[config.mk]
export PLATFORM = sky130hd
export DESIGN_NAME = writeback_arbiter
export DESIGN_NICKNAME = d
export VERILOG_FILES = /design/src/rtl/writeback_arbiter_pkg.sv /design/src/rtl/writeback_arbiter_wb_fifo.sv /design/src/rtl/writeback_arbiter.sv
export SDC_FILE = /design/constraint.sdc
export NUM_CORES = 1
export LEC_CHECK = 0
export BUFFER_PORTS_ARGS = -buffer_cell sky130_fd_sc_hd__buf_2
export CAP_MARGIN = 10
export CELL_PAD_IN_SITES_DETAIL_PLACEMENT = 0
export CELL_PAD_IN_SITES_GLOBAL_PLACEMENT = 1
export CORE_MARGIN = 3
export CORE_UTILIZATION = 30
export CTS_BUF_LIST = sky130_fd_sc_hd__clkbuf_8
export DETAILED_ROUTE_END_ITERATION = 8
export PLACE_DENSITY = 0.69
export SETUP_SLACK_MARGIN = 0.02
export SLEW_MARGIN = 40
export SYNTH_ARGS = -nofsm -noshare
export SYNTH_HDL_FRONTEND = slang
export SYNTH_SLANG_ARGS = --single-unit
[constraint.sdc]
create_clock -name clock -period 4.35 [get_ports clock]
set_clock_uncertainty 0.15 [all_clocks]
set_input_delay 0.435 -clock clock [delete_from_list [all_inputs] [get_ports clock]]
set_output_delay 0.435 -clock clock [all_outputs]
set_load 0.03 [all_outputs]
[src/rtl/writeback_arbiter_pkg.sv]
// -----------------------------------------------------------------------------
// writeback_arbiter_pkg
// Shared types and constants for the register-file write-back path.
//   REG_W / DATA_W / NUM_REGS : register file geometry (32 x 32)
//   wb_req_t                  : one pending write {destination register, data}
//   grant_e                   : which source owns the write port this cycle
//   reg_onehot()              : destination register -> one-hot bit vector
// -----------------------------------------------------------------------------
package writeback_arbiter_pkg;

    localparam int REG_W    = 5;
    localparam int DATA_W   = 32;
    localparam int NUM_REGS = 32;

    typedef struct packed {
        logic [REG_W-1:0]  wr_reg;
        logic [DATA_W-1:0] data;
    } wb_req_t;

    typedef enum logic [1:0] {
        GNT_NONE = 2'd0,
        GNT_ALU  = 2'd1,
        GNT_MD   = 2'd2
    } grant_e;

    // One-hot decode of a destination register number.
    function automatic logic [NUM_REGS-1:0] reg_onehot(input logic [REG_W-1:0] r);
        return NUM_REGS'(1) << r;
    endfunction

endpackage

[src/rtl/writeback_arbiter_wb_fifo.sv]
// -----------------------------------------------------------------------------
// wb_fifo
// Synchronous FIFO holding multiply/divide write-back requests.
// No bypass: an entry pushed at an edge is visible at the head only afterwards.
// Ports:
//   clock, ctrl_reset_n     : clock, asynchronous active-low reset
//   push_i / push_req_i     : enqueue request (ignored when full)
//   pop_i                   : dequeue head (ignored when empty)
//   head_o                  : oldest entry
//   count_o, full_o, empty_o: occupancy status
//   entry_valid_o           : per-slot occupied flag
//   entry_reg_o             : per-slot destination register (for hazard mask)
// -----------------------------------------------------------------------------
module wb_fifo
    import writeback_arbiter_pkg::*;
#(
    parameter  int DEPTH = 4,
    localparam int PTR_W = $clog2(DEPTH),
    localparam int CNT_W = $clog2(DEPTH + 1)
) (
    input  logic                        clock,
    input  logic                        ctrl_reset_n,
    input  logic                        push_i,
    input  wb_req_t                     push_req_i,
    input  logic                        pop_i,
    output wb_req_t                     head_o,
    output logic [CNT_W-1:0]            count_o,
    output logic                        full_o,
    output logic                        empty_o,
    output logic [DEPTH-1:0]            entry_valid_o,
    output logic [DEPTH-1:0][REG_W-1:0] entry_reg_o
);

    wb_req_t            mem_q [DEPTH];
    logic [PTR_W-1:0]   wr_ptr_q, wr_ptr_d;
    logic [PTR_W-1:0]   rd_ptr_q, rd_ptr_d;
    logic [CNT_W-1:0]   count_q, count_d;
    logic [DEPTH-1:0]   valid_q, valid_d;
    logic               do_push_s;
    logic               do_pop_s;

    assign full_o        = (count_q == CNT_W'(DEPTH));
    assign empty_o       = (count_q == CNT_W'(0));
    assign count_o       = count_q;
    assign head_o        = mem_q[rd_ptr_q];
    assign entry_valid_o = valid_q;

    // Qualified push/pop so misuse can never corrupt the pointers.
    assign do_push_s = push_i && !full_o;
    assign do_pop_s  = pop_i && !empty_o;

    // Expose each slot's destination register for the pending mask.
    always_comb begin
        for (int i = 0; i < DEPTH; i++) begin
            entry_reg_o[i] = mem_q[i].wr_reg;
        end
    end

    // Next-state for pointers, count and per-slot valid flags.
    always_comb begin
        wr_ptr_d = wr_ptr_q;
        rd_ptr_d = rd_ptr_q;
        count_d  = count_q;
        valid_d  = valid_q;
        if (do_push_s) begin
            wr_ptr_d          = wr_ptr_q + PTR_W'(1);
            valid_d[wr_ptr_q] = 1'b1;
        end else begin
            wr_ptr_d = wr_ptr_q;
        end
        // Push and pop never target the same slot: that would need full or empty.
        if (do_pop_s) begin
            rd_ptr_d          = rd_ptr_q + PTR_W'(1);
            valid_d[rd_ptr_q] = 1'b0;
        end else begin
            rd_ptr_d = rd_ptr_q;
        end
        case ({do_push_s, do_pop_s})
            2'b10:   count_d = count_q + CNT_W'(1);
            2'b01:   count_d = count_q - CNT_W'(1);
            default: count_d = count_q;
        endcase
    end

    // State registers; reset discards every queued entry.
    always_ff @(posedge clock or negedge ctrl_reset_n) begin
        if (!ctrl_reset_n) begin
            wr_ptr_q <= PTR_W'(0);
            rd_ptr_q <= PTR_W'(0);
            count_q  <= CNT_W'(0);
            valid_q  <= DEPTH'(0);
        end else begin
            wr_ptr_q <= wr_ptr_d;
            rd_ptr_q <= rd_ptr_d;
            count_q  <= count_d;
            valid_q  <= valid_d;
        end
    end

    // Storage array; only the slot under the write pointer changes.
    always_ff @(posedge clock or negedge ctrl_reset_n) begin
        if (!ctrl_reset_n) begin
            for (int i = 0; i < DEPTH; i++) begin
                mem_q[i] <= '0;
            end
        end else if (do_push_s) begin
            mem_q[wr_ptr_q] <= push_req_i;
        end else begin
            mem_q[wr_ptr_q] <= mem_q[wr_ptr_q];
        end
    end

endmodule

[src/rtl/writeback_arbiter.sv]
// -----------------------------------------------------------------------------
// writeback_arbiter
// Owns the register file's single write port. Single-cycle ALU results go
// straight through; multi-cycle multiply/divide results are buffered in a FIFO.
// The ALU has priority, but after STARVE_LIMIT consecutive ALU wins with the
// FIFO non-empty the FIFO head is forced through for one cycle.
// Ports:
//   clock, ctrl_reset_n                 : clock, asynchronous active-low reset
//   alu_valid/alu_ready/alu_reg/alu_data: ALU result handshake
//   md_valid/md_ready/md_reg/md_data    : multdiv result handshake (into FIFO)
//   ctrl_writeEnable/ctrl_writeReg/data_writeReg : registered RF write port
//   pending_mask                        : registers with writes still queued
//   fifo_count                          : FIFO occupancy
// -----------------------------------------------------------------------------
module writeback_arbiter
    import writeback_arbiter_pkg::*;
#(
    parameter  int DEPTH        = 4,
    parameter  int STARVE_LIMIT = 3,
    localparam int CNT_W        = $clog2(DEPTH + 1),
    localparam int SCNT_W       = (STARVE_LIMIT < 1) ? 1 : $clog2(STARVE_LIMIT + 1)
) (
    input  logic                clock,
    input  logic                ctrl_reset_n,
    input  logic                alu_valid,
    output logic                alu_ready,
    input  logic [REG_W-1:0]    alu_reg,
    input  logic [DATA_W-1:0]   alu_data,
    input  logic                md_valid,
    output logic                md_ready,
    input  logic [REG_W-1:0]    md_reg,
    input  logic [DATA_W-1:0]   md_data,
    output logic                ctrl_writeEnable,
    output logic [REG_W-1:0]    ctrl_writeReg,
    output logic [DATA_W-1:0]   data_writeReg,
    output logic [NUM_REGS-1:0] pending_mask,
    output logic [CNT_W-1:0]    fifo_count
);

    wb_req_t                      md_req_s;
    wb_req_t                      head_s;
    logic                         fifo_full_s;
    logic                         fifo_empty_s;
    logic [DEPTH-1:0]             entry_valid_s;
    logic [DEPTH-1:0][REG_W-1:0]  entry_reg_s;
    logic                         push_s;
    logic                         pop_s;
    logic                         force_md_s;
    grant_e                       grant_s;

    logic [SCNT_W-1:0]            starve_q, starve_d;
    logic                         we_q, we_d;
    logic [REG_W-1:0]             wreg_q, wreg_d;
    logic [DATA_W-1:0]            wdata_q, wdata_d;

    assign md_req_s = '{wr_reg: md_reg, data: md_data};

    // md_ready comes from registered occupancy only, so a same-cycle pop
    // never opens a slot for a same-cycle push.
    assign md_ready = !fifo_full_s;
    assign push_s   = md_valid && md_ready;
    assign pop_s    = (grant_s == GNT_MD);

    wb_fifo #(
        .DEPTH (DEPTH)
    ) u_fifo (
        .clock         (clock),
        .ctrl_reset_n  (ctrl_reset_n),
        .push_i        (push_s),
        .push_req_i    (md_req_s),
        .pop_i         (pop_s),
        .head_o        (head_s),
        .count_o       (fifo_count),
        .full_o        (fifo_full_s),
        .empty_o       (fifo_empty_s),
        .entry_valid_o (entry_valid_s),
        .entry_reg_o   (entry_reg_s)
    );

    // Grant decision; alu_ready depends only on registered state.
    always_comb begin
        force_md_s = (starve_q == SCNT_W'(STARVE_LIMIT)) && !fifo_empty_s;
        alu_ready  = !force_md_s;
        grant_s    = GNT_NONE;
        if (force_md_s) begin
            grant_s = GNT_MD;
        end else if (alu_valid) begin
            grant_s = GNT_ALU;
        end else if (!fifo_empty_s) begin
            grant_s = GNT_MD;
        end else begin
            grant_s = GNT_NONE;
        end
    end

    // Starvation counter: counts ALU wins while the FIFO waits.
    always_comb begin
        starve_d = starve_q;
        if (fifo_empty_s || (grant_s == GNT_MD)) begin
            starve_d = SCNT_W'(0);
        end else if (grant_s == GNT_ALU) begin
            if (starve_q == SCNT_W'(STARVE_LIMIT)) begin
                starve_d = starve_q;
            end else begin
                starve_d = starve_q + SCNT_W'(1);
            end
        end else begin
            starve_d = starve_q;
        end
    end

    // Write-port next state; r0 destinations are consumed without a write.
    always_comb begin
        we_d    = 1'b0;
        wreg_d  = wreg_q;
        wdata_d = wdata_q;
        case (grant_s)
            GNT_ALU: begin
                we_d    = (alu_reg != REG_W'(0));
                wreg_d  = alu_reg;
                wdata_d = alu_data;
            end
            GNT_MD: begin
                we_d    = (head_s.wr_reg != REG_W'(0));
                wreg_d  = head_s.wr_reg;
                wdata_d = head_s.data;
            end
            default: begin
                we_d    = 1'b0;
                wreg_d  = wreg_q;
                wdata_d = wdata_q;
            end
        endcase
    end

    // Registered write port and starvation counter.
    always_ff @(posedge clock or negedge ctrl_reset_n) begin
        if (!ctrl_reset_n) begin
            starve_q <= SCNT_W'(0);
            we_q     <= 1'b0;
            wreg_q   <= REG_W'(0);
            wdata_q  <= DATA_W'(0);
        end else begin
            starve_q <= starve_d;
            we_q     <= we_d;
            wreg_q   <= wreg_d;
            wdata_q  <= wdata_d;
        end
    end

    assign ctrl_writeEnable = we_q;
    assign ctrl_writeReg    = wreg_q;
    assign data_writeReg    = wdata_q;

    // Hazard mask over occupied FIFO slots; r0 is never a hazard.
    always_comb begin
        pending_mask = NUM_REGS'(0);
        for (int i = 0; i < DEPTH; i++) begin
            if (entry_valid_s[i]) begin
                pending_mask = pending_mask | reg_onehot(entry_reg_s[i]);
            end else begin
                pending_mask = pending_mask;
            end
        end
        pending_mask[0] = 1'b0;
    end

endmodule

==> impl_metrics.py <==
metrics = {
    "synth": {
        "yosysUniqueCellTypes": 44,
        "synth-main-ff-cell": "dfrtp_1",
        "synth_seq_cells": 199,
        "synth_edf_count": 0,
        "postSynthCellCount": 1018,
        "ys.warnings.count": 0,
        "syn_nets": 1109,
        "syn_avg_cell_area_um2": 10.6,
        "synth-seq-area-share_pct": 46.0,
        "async_flop_share_pct": 100,
        "syn_area_um2": 10800,
    },
    "clock_tree": {
        "cts_setup_buffers": 0,
        "clk_root_buffer_cell": "clkbuf_8",
        "cts_tree": "built",
        "cts_buffers": 17,
        "cts-resized-gates": 0,
        "clock_sinks": 199,
        "worstSkewPairLatency_ns": 0.48,
        "clk_path_buf_depth": 2,
        "cts_max_level": 4,
        "cts_hold_buf": 1,
        "path_clk_slew_ns": 0.11,
    },
    "grt": {
        "antenna_found_initial": 3,
        "grt_use_total_pct": 16.2,
        "grt-ovfl-total": 0,
        "grt_pass1_wl_um": 49100,
        "grt_start_max_net_pins": 112,
        "grt_pass1_vias": 8359,
    },
    "layout": {
        "fillers": 3536,
        "syn2layout_area_growth_pct": 14.5,
        "drive_above_1_share_pct": 26.2,
        "stdcell_area_um2": 12400,
        "layoutNonFillerInstCount": 1584,
        "final_cell_mix": "dfrtp_1, a21oi_1, nor2_1",
        "post-route-util_pct": 35.4,
        "final_common_cell": "dfrtp_1",
        "antennaDiodeCount": 0,
        "final_nets": 1207,
    },
    "sta": {
        "tightest_slew_ns": 0.774,
        "hold_viol_final": 0,
        "max_freq_mhz": 346,
        "slew-limit-headroom_pct": 48.4,
        "setup_viol": 0,
        "finalCritPeriodShare_pct": 66.4,
        "fin_crit_ns": 2.89,
        "slew_violations": 0,
        "rsz0062_at_grt": "false",
        "fin_setup_tns_ns": 0,
    },
    "placed_design": {
        "place_congestion": 0.837,
        "numPortBuffers": 151,
        "post-place-cells": 1551,
        "dpl.hpwl_um": 20800,
        "dpl_cell_area_um2": 12000,
    },
    "route": {
        "drc": 0,
        "wl_per_cell_um": 19.8,
        "routed_via_density": 5.33,
        "num_vias": 8445,
        "first_pass_iters": 5,
        "drt-total-wl_um": 31400,
        "drt_iter0_markers": 618,
        "ant_nets": 0,
    },
    "outcome": {
        "status": "completed",
    },
    "job": {
        "drv_cap": 0,
    },
    "hold_path": {
        "hp-class": "input pin to flop",
    },
    "setup_path": {
        "crit_path_start_kind": "flop",
        "end_kind": "flop",
        "arrival_ns": 3.14,
        "required_ns": 4.60,
        "crit_path_max_fanout": 14,
        "critPathKind": "flop to flop",
    },
    "floorplan": {
        "die_h_um": 196,
        "ioPinCount": 153,
        "start_util_pct": 30.9,
        "num_rows": 68,
        "dieArea_um2": 38400,
        "core_um2": 35100,
        "fp.dieW_um": 196,
    },
    "power": {
        "leakage_nw": 5.09,
        "ir_drop_mv": 0.368,
        "powerDensity_nw_per_um2": 824,
        "total_power_mw": 10.2,
    },
}
-- cell type report --
class / instances / area (um2) / area share [%]
Tap cell: 455 / 569 / 4.59
Clock inverter: 14 / 159 / 1.28
Timing Repair Buffer: 168 / 935 / 7.53
Sequential cell: 199 / 4990 / 40.2
Clock buffer: 18 / 248 / 2.00
Multi-Input combinational cell: 719 / 5470 / 44.1
Inverter: 11 / 41.3 / 0.333
-- path summary, 6_finish.rpt --
check                                       start                 to  slack (ns)  cells after the start
worst max-delay path            u_fifo.count_o[1]  u_fifo.count_o[2]        1.46                      9
worst min-delay path                 alu_data[11]  data_writeReg[11]        0.08                      3
worst max register to register  u_fifo.count_o[1]  u_fifo.count_o[2]        1.46                      9
worst min register to register   data_writeReg[5]   data_writeReg[5]        0.34                      2
max in group asynchronous            ctrl_reset_n   data_writeReg[1]        2.85                      3
min in group asynchronous            ctrl_reset_n   data_writeReg[7]        0.38                      2
-- metrics by stage --
step	setup WS, ns	hold WS [ns]
CTS	1.45	0.0511
floorplan	1.36	-0.0106
finish	1.46	0.0843
global placement	1.52	0.311
global route	1.26	0.0630
detailed placement	1.49	0.318
-- state kept, by name, indices dropped and copies added, names as in the netlist --
name and count:
ctrl_writeEnable 1, ctrl_writeReg 5, starve_q 2, data_writeReg 32
u_fifo.entry_reg_o 20, u_fifo.count_o 3, u_fifo.wr_ptr_q 2, u_fifo.rd_ptr_q 2
u_fifo.mem_q 128, u_fifo.entry_valid_o 4
-- critical path, cell delays in order, from the launching register on --
cell and delay [ns]:
dfrtp_1 0.43, or3b_1 0.39, and2_1 0.30, inv_2 0.41, ha_1 0.27, inv_1 0.06, fa_1 0.37, xor2_1 0.15
nor2_1 0.13, xor2_1 0.16
-- logic make-up after synthesis --
group	synth area share, %
buffers and inverters	3.93
AO/OA/AOI/OAI	13.6
AND/OR/NAND/NOR	12.1
flip-flops	46.0
XOR/XNOR	0.485
multiplexers	22.4
adder cells (fa/ha/maj)	1.57
other	0.0346
-- cell usage after synthesis, types with 7 or more instances --
cell type / number / share of area [%]
dfrtp_1: 199 / 46
a221o_1: 9 / 0.83
buf_2: 7 / 0.32
and3b_1: 7 / 0.57
nand3b_1: 13 / 0.90
nand2_1: 53 / 1.8
a21oi_1: 169 / 7.8
o22ai_1: 9 / 0.52
mux2i_1: 76 / 7.0
o21ai_0: 42 / 1.9
or3b_2: 10 / 0.81
nor3b_1: 7 / 0.48
inv_1: 10 / 0.35
o221ai_1: 16 / 1.3
mux4_2: 74 / 15
clkbuf_1: 70 / 2.4
ha_1: 12 / 1.4
nor2_1: 168 / 5.8
-- power by group --
| part | switching (mW) | leakage (nW) | total (mW) | internal [mW] |
|---|---|---|---|---|
| Clock | 0.719 | 0.208 | 1.26 | 0.543 |
| Sequential | 0.911 | 2.15 | 3.61 | 2.70 |
| Combinational | 3.15 | 2.74 | 5.35 | 2.20 |
| Total | 4.78 | 5.09 | 10.2 | 5.44 |
-- routing by layer --
metal | global-route usage (%) | wire [um]
met1 | 23.2 | 14500
met2 | 25.1 | 14500
met3 | 2.99 | 1760
met4 | 4.70 | 644
met5 | 0 | 37
No activity file was read; power rests on OpenSTA's default activity.
